$ cat config.mk
export PLATFORM = sky130hd
export DESIGN_NAME = sys_ctrl_fsm_flat
export DESIGN_NICKNAME = d
export VERILOG_FILES = /design/src/rtl/sys_ctrl_fsm_if.sv /design/src/rtl/sys_ctrl_fsm.sv /design/src/flat_wrapper.sv
export SDC_FILE = /design/constraint.sdc
export NUM_CORES = 1
export LEC_CHECK = 0
export CORE_ASPECT_RATIO = 0.6
export CORE_MARGIN = 1
export CORE_UTILIZATION = 45
export DETAILED_ROUTE_END_ITERATION = 6
export HOLD_SLACK_MARGIN = 0.02
export PLACE_DENSITY = 0.73
export SETUP_SLACK_MARGIN = 0.3
export SLEW_MARGIN = 20
export SYNTH_ARGS = -nofsm -noshare
export SYNTH_HDL_FRONTEND = slang
export SYNTH_SLANG_ARGS = --single-unit
$ cat constraint.sdc
create_clock -name clk -period 4.4 [get_ports clk]
set_input_delay 1.32 -clock clk [delete_from_list [all_inputs] [get_ports clk]]
set_output_delay 1.32 -clock clk [all_outputs]
set_load 0.02 [all_outputs]
$ cat src/rtl/sys_ctrl_fsm_if.sv
// Register-file / UART / TX-FIFO bundle for sys_ctrl_fsm; ALU signals exist only with SYS_CTRL_ALU_EN.
interface sys_ctrl_fsm_if #(
  parameter int DATA_WIDTH = 8,
  parameter int ADDR_WIDTH = 4
);
  logic [DATA_WIDTH-1:0]   RX_P_DATA;
  logic                    RX_D_VLD;
  logic [DATA_WIDTH-1:0]   RdData;
  logic                    RdData_Valid;
  logic                    FIFO_FULL;
  logic                    WrEn;
  logic                    RdEn;
  logic [ADDR_WIDTH-1:0]   Address;
  logic [DATA_WIDTH-1:0]   WrData;
  logic [DATA_WIDTH-1:0]   TX_P_DATA;
  logic                    TX_D_VLD;
  logic                    CMD_ERR;
`ifdef SYS_CTRL_ALU_EN
  logic                    ALU_EN;
  logic [3:0]              ALU_FUN;
  logic [2*DATA_WIDTH-1:0] ALU_OUT;
  logic                    ALU_OUT_VLD;
`endif

  modport master (
    input  RX_P_DATA, RX_D_VLD, RdData, RdData_Valid, FIFO_FULL,
    output WrEn, RdEn, Address, WrData, TX_P_DATA, TX_D_VLD, CMD_ERR
`ifdef SYS_CTRL_ALU_EN
    , output ALU_EN, ALU_FUN
    , input  ALU_OUT, ALU_OUT_VLD
`endif
  );

  modport slave (
    output RX_P_DATA, RX_D_VLD, RdData, RdData_Valid, FIFO_FULL,
    input  WrEn, RdEn, Address, WrData, TX_P_DATA, TX_D_VLD, CMD_ERR
`ifdef SYS_CTRL_ALU_EN
    , input  ALU_EN, ALU_FUN
    , output ALU_OUT, ALU_OUT_VLD
`endif
  );
endinterface

$ cat src/rtl/sys_ctrl_fsm.sv
// UART command decoder driving register-file writes/reads and forwarding read data to the TX FIFO.
// Optional ALU command path (0xCC/0xDD) compiled in with macro SYS_CTRL_ALU_EN.
module sys_ctrl_fsm #(
  parameter int DATA_WIDTH = 8,
  parameter int ADDR_WIDTH = 4,
  parameter int RD_TIMEOUT = 15
) (
  input  logic           clk,
  input  logic           RST,
  sys_ctrl_fsm_if.master bus
);
  localparam logic [3:0] ST_IDLE     = 4'd0;
  localparam logic [3:0] ST_WR_ADDR  = 4'd1;
  localparam logic [3:0] ST_WR_DATA  = 4'd2;
  localparam logic [3:0] ST_RD_ADDR  = 4'd3;
  localparam logic [3:0] ST_RD_WAIT  = 4'd4;
  localparam logic [3:0] ST_TX_SEND  = 4'd5;
  localparam logic [3:0] ST_ALU_OPA  = 4'd6;
  localparam logic [3:0] ST_ALU_OPB  = 4'd7;
  localparam logic [3:0] ST_ALU_FUN  = 4'd8;
  localparam logic [3:0] ST_ALU_WAIT = 4'd9;
  localparam logic [3:0] ST_TX_LO    = 4'd10;
  localparam logic [3:0] ST_TX_HI    = 4'd11;

  localparam int CW = $clog2(RD_TIMEOUT + 1);
  localparam logic [DATA_WIDTH-1:0] CMD_WR = DATA_WIDTH'(8'hAA);
  localparam logic [DATA_WIDTH-1:0] CMD_RD = DATA_WIDTH'(8'hBB);
`ifdef SYS_CTRL_ALU_EN
  localparam logic [DATA_WIDTH-1:0] CMD_ALU_OPS = DATA_WIDTH'(8'hCC);
  localparam logic [DATA_WIDTH-1:0] CMD_ALU_FUN = DATA_WIDTH'(8'hDD);
  logic [DATA_WIDTH-1:0] res_hi;
`endif

  logic [3:0]            state;
  logic [CW-1:0]         cnt;
  logic [DATA_WIDTH-1:0] tx_byte;
  logic                  timed_out;

  // Timeout fires on the RD_TIMEOUT-th waiting cycle without a response.
  assign timed_out = (cnt == CW'(RD_TIMEOUT - 1));

  always_ff @(posedge clk or negedge RST) begin
    if (!RST) begin
      state         <= ST_IDLE;
      cnt           <= '0;
      tx_byte       <= '0;
      bus.WrEn      <= 1'b0;
      bus.RdEn      <= 1'b0;
      bus.Address   <= '0;
      bus.WrData    <= '0;
      bus.TX_P_DATA <= '0;
      bus.TX_D_VLD  <= 1'b0;
      bus.CMD_ERR   <= 1'b0;
`ifdef SYS_CTRL_ALU_EN
      res_hi        <= '0;
      bus.ALU_EN    <= 1'b0;
      bus.ALU_FUN   <= '0;
`endif
    end else begin
      bus.WrEn     <= 1'b0;
      bus.RdEn     <= 1'b0;
      bus.TX_D_VLD <= 1'b0;
      bus.CMD_ERR  <= 1'b0;
`ifdef SYS_CTRL_ALU_EN
      bus.ALU_EN   <= 1'b0;
`endif
      case (state)
        ST_IDLE: begin
          if (bus.RX_D_VLD) begin
            if (bus.RX_P_DATA == CMD_WR) state <= ST_WR_ADDR;
            else if (bus.RX_P_DATA == CMD_RD) state <= ST_RD_ADDR;
`ifdef SYS_CTRL_ALU_EN
            else if (bus.RX_P_DATA == CMD_ALU_OPS) state <= ST_ALU_OPA;
            else if (bus.RX_P_DATA == CMD_ALU_FUN) state <= ST_ALU_FUN;
`endif
            else bus.CMD_ERR <= 1'b1;
          end
        end
        ST_WR_ADDR: begin
          if (bus.RX_D_VLD) begin
            bus.Address <= bus.RX_P_DATA[ADDR_WIDTH-1:0];
            state       <= ST_WR_DATA;
          end
        end
        ST_WR_DATA: begin
          if (bus.RX_D_VLD) begin
            bus.WrData <= bus.RX_P_DATA;
            bus.WrEn   <= 1'b1;
            state      <= ST_IDLE;
          end
        end
        ST_RD_ADDR: begin
          if (bus.RX_D_VLD) begin
            bus.Address <= bus.RX_P_DATA[ADDR_WIDTH-1:0];
            bus.RdEn    <= 1'b1;
            cnt         <= '0;
            state       <= ST_RD_WAIT;
          end
        end
        ST_RD_WAIT: begin
          if (bus.RX_D_VLD) bus.CMD_ERR <= 1'b1;
          if (bus.RdData_Valid) begin
            tx_byte <= bus.RdData;
            // A free FIFO lets the byte go straight out, giving the 3-cycle read path.
            if (!bus.FIFO_FULL) begin
              bus.TX_P_DATA <= bus.RdData;
              bus.TX_D_VLD  <= 1'b1;
              state         <= ST_IDLE;
            end else begin
              state <= ST_TX_SEND;
            end
          end else if (timed_out) begin
            bus.CMD_ERR <= 1'b1;
            state       <= ST_IDLE;
          end else if (cnt != CW'(RD_TIMEOUT)) begin
            cnt <= cnt + 1'b1;
          end
        end
        ST_TX_SEND: begin
          if (bus.RX_D_VLD) bus.CMD_ERR <= 1'b1;
          if (!bus.FIFO_FULL) begin
            bus.TX_P_DATA <= tx_byte;
            bus.TX_D_VLD  <= 1'b1;
            state         <= ST_IDLE;
          end
        end
`ifdef SYS_CTRL_ALU_EN
        ST_ALU_OPA, ST_ALU_OPB: begin
          if (bus.RX_D_VLD) begin
            bus.Address <= (state == ST_ALU_OPA) ? ADDR_WIDTH'(0) : ADDR_WIDTH'(1);
            bus.WrData  <= bus.RX_P_DATA;
            bus.WrEn    <= 1'b1;
            state       <= (state == ST_ALU_OPA) ? ST_ALU_OPB : ST_ALU_FUN;
          end
        end
        ST_ALU_FUN: begin
          if (bus.RX_D_VLD) begin
            bus.ALU_FUN <= bus.RX_P_DATA[3:0];
            bus.ALU_EN  <= 1'b1;
            cnt         <= '0;
            state       <= ST_ALU_WAIT;
          end
        end
        ST_ALU_WAIT: begin
          if (bus.RX_D_VLD) bus.CMD_ERR <= 1'b1;
          if (bus.ALU_OUT_VLD) begin
            {res_hi, tx_byte} <= bus.ALU_OUT;
            state             <= ST_TX_LO;
          end else if (timed_out) begin
            bus.CMD_ERR <= 1'b1;
            state       <= ST_IDLE;
          end else if (cnt != CW'(RD_TIMEOUT)) begin
            cnt <= cnt + 1'b1;
          end
        end
        ST_TX_LO, ST_TX_HI: begin
          if (bus.RX_D_VLD) bus.CMD_ERR <= 1'b1;
          if (!bus.FIFO_FULL) begin
            bus.TX_P_DATA <= (state == ST_TX_LO) ? tx_byte : res_hi;
            bus.TX_D_VLD  <= 1'b1;
            state         <= (state == ST_TX_LO) ? ST_TX_HI : ST_IDLE;
          end
        end
`endif
        default: state <= ST_IDLE;
      endcase
    end
  end
endmodule

$ cat src/flat_wrapper.sv
// flat-port wrapper written by rule: the top's interface ports become plain ports
module sys_ctrl_fsm_flat 
#(
  parameter int DATA_WIDTH = 8,
  parameter int ADDR_WIDTH = 4,
  parameter int RD_TIMEOUT = 15
)
  (clk, RST, bus_RX_P_DATA, bus_RX_D_VLD, bus_RdData, bus_RdData_Valid, bus_FIFO_FULL, bus_WrEn, bus_RdEn, bus_Address, bus_WrData, bus_TX_P_DATA, bus_TX_D_VLD, bus_CMD_ERR);
  sys_ctrl_fsm_if #(.DATA_WIDTH(DATA_WIDTH), .ADDR_WIDTH(ADDR_WIDTH)) bus_i ();
  input  logic clk;
  input  logic RST;
  input wire logic [$bits(bus_i.RX_P_DATA)-1:0] bus_RX_P_DATA;
  input wire logic [$bits(bus_i.RX_D_VLD)-1:0] bus_RX_D_VLD;
  input wire logic [$bits(bus_i.RdData)-1:0] bus_RdData;
  input wire logic [$bits(bus_i.RdData_Valid)-1:0] bus_RdData_Valid;
  input wire logic [$bits(bus_i.FIFO_FULL)-1:0] bus_FIFO_FULL;
  output wire logic [$bits(bus_i.WrEn)-1:0] bus_WrEn;
  output wire logic [$bits(bus_i.RdEn)-1:0] bus_RdEn;
  output wire logic [$bits(bus_i.Address)-1:0] bus_Address;
  output wire logic [$bits(bus_i.WrData)-1:0] bus_WrData;
  output wire logic [$bits(bus_i.TX_P_DATA)-1:0] bus_TX_P_DATA;
  output wire logic [$bits(bus_i.TX_D_VLD)-1:0] bus_TX_D_VLD;
  output wire logic [$bits(bus_i.CMD_ERR)-1:0] bus_CMD_ERR;
  assign bus_i.RX_P_DATA = bus_RX_P_DATA;
  assign bus_i.RX_D_VLD = bus_RX_D_VLD;
  assign bus_i.RdData = bus_RdData;
  assign bus_i.RdData_Valid = bus_RdData_Valid;
  assign bus_i.FIFO_FULL = bus_FIFO_FULL;
  assign bus_WrEn = bus_i.WrEn;
  assign bus_RdEn = bus_i.RdEn;
  assign bus_Address = bus_i.Address;
  assign bus_WrData = bus_i.WrData;
  assign bus_TX_P_DATA = bus_i.TX_P_DATA;
  assign bus_TX_D_VLD = bus_i.TX_D_VLD;
  assign bus_CMD_ERR = bus_i.CMD_ERR;
  sys_ctrl_fsm #(.DATA_WIDTH(DATA_WIDTH), .ADDR_WIDTH(ADDR_WIDTH), .RD_TIMEOUT(RD_TIMEOUT)) u_core (.clk(clk), .RST(RST), .bus(bus_i));
endmodule
==> results.md, run 1 <==
- Mean post-synth cell area: 12.9 um^2
- Max FO, Critical Path: 17
- Post-CTS sizing: 0
- Number of buffers added to fix hold violations after cts: 0
- Starting density of the core: 47.7%
- Number of buffers added for setup after CTS: 0
- Critical path class: input pin to flop
- Type of the most critical hold path: flop to flop
- Average wire per standard cell: 15.0 um
- Register bit count reported by yosys: 39
- Peak clock frequency supported by timing: 328 MHz
- Netlist area before placement: 1790 um^2
- Post-synthesis sequential area ratio: between 50 and 60%
- Worst Hold End: u_core.bus.Address[3]
- Worst-Margin Slew: 0.841 ns
- First DRT Iteration DRCs: 81
- Final min period: 3.05 ns
- Wire length of the first global-routing pass: 6020 um
- # Max-Cap Violations: 0
- Number of cells produced by synthesis: between 100 and 150
- Cell breakdown of the critical path: clkdlybuf4s50_1, nand4bb_1, a21oi_4, nor2_1, a21oi_1
- Count of port buffers added during placement: 44
- Die W: 83.3 um
- Critical hold path startpoint: u_core.bus.Address[3]
- Internal reg-to-reg setup slack: 2.29 ns
- ANT nets after route: 0
- Remaining global-route overflow: 0
- Number of nets in the synthesized netlist: approximately 160
- Final weighted congestion in routability-driven placement: 0.739
- Worst Path Required: approximately 4.6 ns
- Via count of the first global-routing pass: about 1300
- Total of endpoints with negative setup slack in the final report: 0
- TritonCTS clock tree: yes
- DRC: 0
- Number of distinct library cell variants in the gate-level netlist after synthesis: 34
- Total area of multi-input combinational cells: about 740 um^2
- Number of max-slew violations in the final report: 0
- Pin count of the biggest net entering global routing: 40
- Internal power component: roughly 0.7 mW
- Worst vdd rail ir drop: 0.234 mV
- Kind of launch point of the worst setup path: input pin
- Area of the die: around 4200 um^2
- CTS Root Cell: sky130_fd_sc_hd__clkbuf_8
- Net switching share of the total power: 28.2%
- Fraction of the cycle the final worst path needs: 69.3%
- Clock H-tree levels: 2
- Later-pin clock latency in the skew report: 0.29 ns
- P_leak: 1.07 nW
- Number of placement rows: 17
- Final layout net count: around 210
- Largest incremental delay on the critical path: 0.58 ns
- Top area cells in the synthesized netlist: sky130_fd_sc_hd__dfrtp_1 55%, sky130_fd_sc_hd__mux2_2 13%, sky130_fd_sc_hd__mux2i_1 4.5%
- Top-level I/O count: 45
- Data arrival time at the worst-slack endpoint: around 3.3 ns
- Worst Hold Margin: 0.507 ns
- Final Hold Violating Endpoints: 0
- Status: completed
- Relative contribution of the clock network to total power: 26.4%
- Worst rel slew slack: 43.9%
- All-Layer GR Usage: 18.8%
- Fin util: about 62%
- RSZ-0062 raised after global routing: no
- Slowest library cell on the worst path: sky130_fd_sc_hd__clkdlybuf4s50_1
- Depth of the worst register-to-register path: 4
- Fraction of layout cells with a size suffix above 1: a little under a fifth
- Cell type with the largest total area after synthesis: sky130_fd_sc_hd__dfrtp_1
- Core area: 3740 um^2
- Diode count: 0
- Half-perimeter wire length after placement: 2470 um
- Kind of end point of the critical path: flop
- Antenna violations before repair: 0
- Endpoint of the worst register-to-register path: u_core.bus.TX_P_DATA[5]
- Net switching power: roughly 0.28 mW
- Count of filler cells inserted in the layout: a little under 300
- Synth Warn #: 0
- Hold Path Stages: 1
- Count of vias placed by the detailed router: roughly 1200
- Crit Reg-Reg Startpoint: u_core.state[0]
- Sequential Area: just under 1000 um^2
- DRT Pass-1 Iters: 4
- Chip height: 50.8 um
- Power density over the cells: 429 nW/um^2
- Detailed Route WL: 3470 um
- Worst-path clk slew: about 0.070 ns
- Setup Skew: 0.00666 ns
- Number of vias per cell: approximately 5.4
- CTS Buffer Depth: 2
- Comb pwr share: 27.0%
- Power share of the sequential group: 46.7%
- Aggregate negative setup slack: 0 ns
- Sink Count: 39
- Number of buffers created by CTS: 5
- Setup WS pre-CTS: 1.02 ns
- Fraction of synthesized cell area taken by the top area cell type: about 55%
- Final critical-path setup slack: ~1.4 ns
- Synthesis-to-finish area growth: 30.3%
## cell families (layout without fill, tap and decap cells)
logic type / count (synthesis) / after routing / synth area share [%]
adder cells (fa/ha/maj): 2 / 2 / 1.40
buffers and inverters: 11 / 56 / 3.99
XOR/XNOR: 1 / 1 / 0.490
AO/OA/AOI/OAI: 25 / 25 / 10.0
multiplexers: 28 / 28 / 17.1
flip-flops: 39 / 39 / 54.6
AND/OR/NAND/NOR: 33 / 33 / 12.4
## synthesized netlist by cell type
master,number
sky130_fd_sc_hd__a211o_1,1
sky130_fd_sc_hd__a21o_1,2
sky130_fd_sc_hd__a21oi_1,13
sky130_fd_sc_hd__a21oi_2,1
sky130_fd_sc_hd__a21oi_4,1
sky130_fd_sc_hd__a22o_1,1
sky130_fd_sc_hd__and3_1,1
sky130_fd_sc_hd__and4b_1,2
sky130_fd_sc_hd__and4b_2,1
sky130_fd_sc_hd__buf_2,3
sky130_fd_sc_hd__buf_4,3
sky130_fd_sc_hd__buf_6,2
sky130_fd_sc_hd__dfrtp_1,39
sky130_fd_sc_hd__ha_1,2
sky130_fd_sc_hd__inv_1,3
sky130_fd_sc_hd__mux2_2,20
sky130_fd_sc_hd__mux2i_1,8
sky130_fd_sc_hd__nand2_1,3
sky130_fd_sc_hd__nand3_1,2
sky130_fd_sc_hd__nand3b_1,2
sky130_fd_sc_hd__nand4b_1,2
sky130_fd_sc_hd__nand4bb_1,1
sky130_fd_sc_hd__nor2_1,10
sky130_fd_sc_hd__nor3_1,3
sky130_fd_sc_hd__nor4_1,1
sky130_fd_sc_hd__nor4b_4,1
sky130_fd_sc_hd__nor4bb_1,1
sky130_fd_sc_hd__o211ai_1,1
sky130_fd_sc_hd__o21ai_0,3
sky130_fd_sc_hd__o221ai_4,1
sky130_fd_sc_hd__o31ai_1,1
sky130_fd_sc_hd__or3_1,2
sky130_fd_sc_hd__or4b_4,1
sky130_fd_sc_hd__xnor2_1,1
## cells in the final DEF, fill, tap and decap left out, drive strengths merged, types with 2 or more instances in the layout
master	instances
clkdlybuf4s50	43
nand4b	2
mux2	20
nor2	10
nand3b	2
and4b	3
inv	3
dfrtp	39
a21o	2
ha	2
nor3	3
clkbuf	8
mux2i	8
a21oi	15
nand2	3
o21ai	3
nand3	2
buf	2
or3	2
## metal layers
metal | share of wire (%) | GRT usage (%)
met1 | 46 | 23.6
met2 | 45 | 30.5
met3 | 7.6 | 6.30
met4 | 1.5 | 7.76
met5 | 0 | 0
## state kept, by name (all words and copies together), names as in the netlist
signal and cells:
u_core.tx_byte 8, u_core.bus.CMD_ERR 1, u_core.bus.TX_P_DATA 8, u_core.cnt 4, u_core.bus.TX_D_VLD 1, u_core.bus.Address 4
u_core.bus.WrEn 1, u_core.state 3, u_core.bus.WrData 8, u_core.bus.RdEn 1
## metrics by stage
stage,std cells,area [um^2],power (mW)
floorplan,139,1790,0.597
global placement,223,2230,0.735
detailed placement,223,2230,0.744
CTS,231,2330,1.01
global route,231,2330,1.06
finish,231,2330,0.999
## power groups by stage
stage                     clock [mW]  sequential (mW)  combinational [mW]
after floorplan                    0            0.529              0.0681
after global placement             0            0.468               0.267
after detailed placement           0            0.472               0.271
after CTS                      0.270            0.467               0.272
after global routing           0.292            0.475               0.288
final                          0.263            0.466               0.269
## cell type report
type | count | area share [%]
Clock buffer | 8 | 4.30
Timing Repair Buffer | 45 | 19.0
Inverter | 3 | 0.484
Sequential cell | 39 | 41.9
Tap cell | 47 | 2.53
Multi-Input combinational cell | 89 | 31.8
## worst max-delay path: cells and delay by family
family / cells / cell delay (ns)
AO/OA/AOI/OAI: 2 / 0.73
AND/OR/NAND/NOR: 2 / 0.61
buffers and inverters: 1 / 0.58
## worst max-delay path by stage
stage | slack (ns) | from | to
global placement | 1.22 | bus_RdData_Valid | u_core.bus.TX_P_DATA[7]
detailed placement | 1.02 | bus_RdData_Valid | u_core.bus.TX_P_DATA[5]
CTS | 1.33 | bus_RdData_Valid | u_core.bus.TX_P_DATA[5]
global route | 1.14 | bus_RdData_Valid | u_core.bus.TX_P_DATA[5]
finish | 1.35 | bus_RdData_Valid | u_core.bus.TX_P_DATA[5]
floorplan | 2.02 | bus_RdData_Valid | u_core.state[0]
Power figures use the tool's default switching activity.
==> inputs of run 2 (changes only) <==
Settings changed: CORE_UTILIZATION 45 to 44, PLACE_DENSITY 0.73 to 0.75.
Clock period 4.4 ns to 2.75 ns, I/O delays scaled along.
==> run 2 against run 1 <==
  * The flow now finishes with violations (DRC)
  * Highest routed layer unchanged
  * Global-route usage is 0.27 points lower
  * Utilization is 0.43 points lower
  * Critical endpoint is now u_core.state[0]
  * Worst hold slack hardly changed
  * Non-clock buffer count is 1 higher
  * First-iteration DRC count is 17% higher
  * Clock power is 72% higher
==> results.md, run 2 (synthesis gave the netlist of run 1 again) <==
- Chip height: 51.4 um
- Aggregate negative setup slack: 0 ns
- RSZ-0062 raised after global routing: no
- Half-perimeter wire length after placement: about 2500 um
- Type of the most critical hold path: flop to flop
- Worst Hold Margin: 0.507 ns
- Number of buffers added to fix hold violations after cts: 0
- Kind of launch point of the worst setup path: input pin
- Overall power consumption: ~1.6 mW
- Number of buffers added for setup after CTS: 0
- Fraction of the cycle the final worst path needs: 80.3%
- Number of vias per cell: 5.36
- Most frequent standard cell in the layout excluding fill and tap cells: sky130_fd_sc_hd__clkdlybuf4s50_1
- Starting density of the core: a little under half
- # Max-Cap Violations: 0
- Worst-Margin Slew: 0.833 ns
- Later-pin clock latency in the skew report: 0.29 ns
- DRC: 6
- Kind of end point of the critical path: flop
- Number of max-slew violations in the final report: 0
- Data arrival time at the worst-slack endpoint: 2.39 ns
- TritonCTS clock tree: yes
- Power density over the cells: 696 nW/um^2
- Wire length of the first global-routing pass: about 6000 um
- Worst vdd rail ir drop: 0.398 mV
- Status: finished with violations
- Area of the die: 4330 um^2
- Final min period: roughly 2.2 ns
- Final Instance Area: between 2000 and 2500 um^2
- Sink Count: 39
- Post-CTS sizing: 0
- Antenna violations before repair: 0
- Peak clock frequency supported by timing: 453 MHz
- Top library cells by usage in the layout, fill and taps aside: 43 x sky130_fd_sc_hd__clkdlybuf4s50_1, 39 x sky130_fd_sc_hd__dfrtp_1, 20 x sky130_fd_sc_hd__mux2_2, 13 x sky130_fd_sc_hd__a21oi_1, 10 x sky130_fd_sc_hd__nor2_1
- Diode count: 0
- Die W: 84.3 um
- Final weighted congestion in routability-driven placement: between 0.7 and 0.8
- DRT Pass-1 Iters: 6
- Worst Path Required: 2.93 ns
- CTS Root Cell: sky130_fd_sc_hd__clkbuf_8
- Clock H-tree levels: 2
- Violated checks: DRC
- Core area: 3790 um^2
- Max FO, Critical Path: 4
- Pin count of the biggest net entering global routing: 40
- Count of port buffers added during placement: 44
- Critical path class: input pin to flop
- Average wire per standard cell: between 10 and 15 um
- Remaining global-route overflow: 0
- Fraction of layout cells with a size suffix above 1: 19.0%
- CTS Buffer Depth: 2
- Final layout net count: 207
- First DRT Iteration DRCs: 95
- Number of buffers created by CTS: 5
- P_leak: 1.08 nW
- Post-detailed-placement cell area: 2240 um^2
- Largest registers ranked by flip-flop count: u_core.bus.TX_P_DATA x8, u_core.bus.WrData x8, u_core.tx_byte x8
- Final Hold Violating Endpoints: 0
- Total of endpoints with negative setup slack in the final report: 0
- Worst rel slew slack: 44.4%
- Worst-path clk slew: 0.07 ns
- Top-level I/O count: 45
- Synthesis-to-finish area growth: 30.9%
- ANT nets after route: 0
- Detailed Route WL: 3430 um
- Fin util: about three fifths
- Number of placement rows: 17
- Setup Skew: 0.00580 ns
- Count of vias placed by the detailed router: 1238
- Count of filler cells inserted in the layout: approximately 300
- Via count of the first global-routing pass: between 1000 and 1500
- All-Layer GR Usage: between 10% and 20%
## run 2: cell types whose count changed in the layout (fill, tap and decap cells not counted), sizes merged
cell    change
clkbuf      -2
buf         +1
bufinv      +1
## run 2: path summary, 6_finish.rpt
path | start | endpoint | slack (ns) | cells past startpoint
max | bus_RdData_Valid | u_core.state[0] | 0.54 | 5
min | u_core.bus.Address[2] | u_core.bus.Address[2] | 0.51 | 1
max reg2reg | u_core.state[2] | u_core.bus.TX_P_DATA[6] | 0.65 | 4
min reg2reg | u_core.bus.Address[2] | u_core.bus.Address[2] | 0.51 | 1
max in group asynchronous | RST | u_core.state[1] | 1.59 | 1
min in group asynchronous | RST | u_core.bus.WrData[7] | 0.64 | 1
## run 2: per-layer routing
metal  share of wire [%]  global-route usage [%]  vias up
met5                   0                       0        -
met4                 1.4                    6.90        0
met3                 8.6                    7.92        7
met2                  47                    30.7       41
met1                  43                    21.8      598
li1                    -                       -      592
## run 2: final cells by class
class,count,area (um^2),area share [%]
Sequential cell,39,976,41.7
Timing Repair Buffer,46,450,19.3
Multi-Input combinational cell,89,739,31.6
Clock buffer,6,72.6,3.10
Clock inverter,1,30.0,1.28
Tap cell,47,58.8,2.51
Inverter,3,11.3,0.482
## run 2: metrics by stage
stage / cells / worst slack [ns]
3_3_place_gp: 224 / 0.298
3_5_place_dp: 224 / 0.260
4_1_cts: 231 / 0.547
5_1_grt: 231 / 0.446
6_report: 231 / 0.543
2_1_floorplan: 139 / 0.869
## run 2: power breakdown
| group | internal [mW] | switching (mW) |
|---|---|---|
| sequential | 0.685 | 0.0585 |
| combinational | 0.235 | 0.197 |
| clock | 0.266 | 0.187 |
## run 2: worst max-delay path, stage by stage
cell and delay, ns:
sky130_fd_sc_hd__clkdlybuf4s50_1 0.50, sky130_fd_sc_hd__or4b_4 0.55, sky130_fd_sc_hd__o221ai_4 0.22, sky130_fd_sc_hd__nor3_1 0.08, sky130_fd_sc_hd__a22o_1 0.22
==> inputs of run 3 (changes only) <==
Settings changed: CORE_UTILIZATION 44 to 45, PLACE_DENSITY 0.75 to 0.73.
Clock period 2.75 ns to 2.1 ns, I/O delays scaled along.
==> run 3 against run 2 <==
  * The flow now finishes without violations
  * Critical path depth decreased by 1
  * Utilization grew 4.1 points
  * Die area shrank 2.2%
  * Non-clock buffer count increased by 15
  * First-iteration DRC count grew 17%
  * Via count grew 8.5%
  * Power rose by 30%
  * Largest power group unchanged
==> results.md, run 3 (synthesis gave the netlist of run 1 again) <==
- Status: completed
- Die W: 83.3 um
- Synthesis-to-finish area growth: 38.0%
- CTS Buffer Depth: 2
- Instance count after placement with tap cells included: around 240
- Detailed Route WL: 3980 um
- Fraction of the cycle the final worst path needs: 82.1%
- CTS Root Cell: sky130_fd_sc_hd__clkbuf_8
- Depth of the worst register-to-register path: 4
- # Max-Cap Violations: 0
- Average wire per standard cell: 16.1 um
- Via count of the first global-routing pass: 1414
- P_leak: 1.24 nW
- Post-route non-filler standard cell count: roughly 250
- Worst path buffer plus inverter count: 0
- Diode count: 0
- Number of buffers added to fix hold violations after cts: 0
- Worst-path clk slew: around 0.07 ns
- Final Hold Violating Endpoints: 0
- Worst vdd rail ir drop: approximately 0.57 mV
- Wire length of the first global-routing pass: 6760 um
- RSZ-0062 raised after global routing: no
- Sequential Area: ~980 um^2
- Final min period: 1.72 ns
- Count of port buffers added during placement: 44
- Sink Count: 39
- Worst Path Required: 2.28 ns
- Count of filler cells inserted in the layout: between 200 and 300
- Worst-Margin Slew: ~0.41 ns
- Power density over the cells: approximately 860 nW/um^2
- Fin util: 65.9%
- Overall power consumption: 2.11 mW
- Area of the die: 4230 um^2
- DRC: 0
- Kind of launch point of the worst setup path: flop
- Top library cells by usage in the layout, fill and taps aside: 38 x sky130_fd_sc_hd__dfrtp_1, 26 x sky130_fd_sc_hd__dlygate4sd2_1, 20 x sky130_fd_sc_hd__mux2_2, 17 x sky130_fd_sc_hd__clkdlybuf4s50_1, 15 x sky130_fd_sc_hd__buf_4
- Cell class contributing the biggest share of worst-path delay: simple AND/OR/NAND/NOR gates
- Data arrival time at the worst-slack endpoint: 1.91 ns
- Internal reg-to-reg setup slack: 0.38 ns
- Total of endpoints with negative setup slack in the final report: 0
- Largest registers ranked by flip-flop count: u_core.bus.TX_P_DATA x8, u_core.bus.WrData x8, u_core.tx_byte x8
- Number of placement rows: 17
- Peak clock frequency supported by timing: about 580 MHz
- Number of vias per cell: between 5 and 6
- Type of the most critical hold path: input pin to async pin
- Final weighted congestion in routability-driven placement: 0.770
- All-Layer GR Usage: 21.3%
- Final layout net count: 222
- Chip height: 50.8 um
- Count of vias placed by the detailed router: 1343
- Kind of end point of the critical path: flop
- Remaining global-route overflow: 0
- Critical path depth in cells: 4
- Max FO, Critical Path: 12
- TritonCTS clock tree: yes
- Top-level I/O count: between 40 and 50
- ANT nets after route: 0
- Largest incremental delay on the critical path: 0.61 ns
- DRT Pass-1 Iters: 4
- Half-perimeter wire length after placement: between 3000 and 4000 um
- Core area: ~3700 um^2
- Critical path class: flop to flop
- Slowest library cell on the worst path: sky130_fd_sc_hd__or4b_4
- Starting density of the core: 47.7%
- First DRT Iteration DRCs: 111
- Clock H-tree levels: 2
- Most frequent standard cell in the layout excluding fill and tap cells: sky130_fd_sc_hd__dfrtp_1
- Cell breakdown of the critical path: or4b_4, o221ai_4, nor3_1, a22o_1
- Total area of multi-input combinational cells: 754 um^2
- Number of max-slew violations in the final report: 0
- Final critical-path setup slack: 0.375 ns
- Worst rel slew slack: 72.7%
- Later-pin clock latency in the skew report: 0.29 ns
- Number of buffers created by CTS: 5
- Setup WS pre-CTS: -0.134 ns
- Fraction of layout cells with a size suffix above 1: between 20% and 30%
- Pin count of the biggest net entering global routing: 19
- Antenna violations before repair: 0
- Setup Skew: 0.00508 ns
[run 3: cell type report]
type / instances / share of cell area (%)
well taps: 47 / 2.38
multi-input cells: 89 / 30.6
flip-flops and latches: 39 / 39.6
clock buffers: 6 / 3.35
repair buffers: 61 / 22.2
inverters: 3 / 0.457
clock inverters: 2 / 1.42
[run 3: timing repair]
item,CTS,global route
endpoints found under the setup margin,39,4
resized for setup,28,1
cloned,1,0
pin swaps,3,2
buffers inserted,1,2
[run 3: layer usage]
layer	vias up	track usage [%]	wire, um	share of wire (%)
li1	627	-	-	-
met1	654	27.0	1780	45
met2	53	33.7	1820	46
met3	9	6.79	306	7.7
met4	0	10.3	68	1.7
met5	-	0	0	0
[run 3: final timing paths]
path / start / to
min: RST / u_core.bus.TX_P_DATA[6]
max in group asynchronous: RST / u_core.bus.Address[0]
max reg2reg: u_core.state[1] / u_core.state[0]
min in group clk: u_core.bus.Address[2] / u_core.bus.Address[2]
max: u_core.state[1] / u_core.state[0]
min reg2reg: u_core.bus.Address[2] / u_core.bus.Address[2]
[run 3: power breakdown]
group	internal, mW	leakage [nW]	switching, mW
clock network	0.384	0.0612	0.252
registers	0.897	0.507	0.0745
logic	0.239	0.675	0.265
[run 3: stage by stage]
stage	hold WS, ns	area [um^2]	setup TNS, ns
floorplan	0.334	1790	0
global placement	0.486	2330	-0.0805
detailed placement	0.496	2330	-0.743
CTS	0.270	2450	0
global route	0.282	2470	0
finish	0.266	2470	0
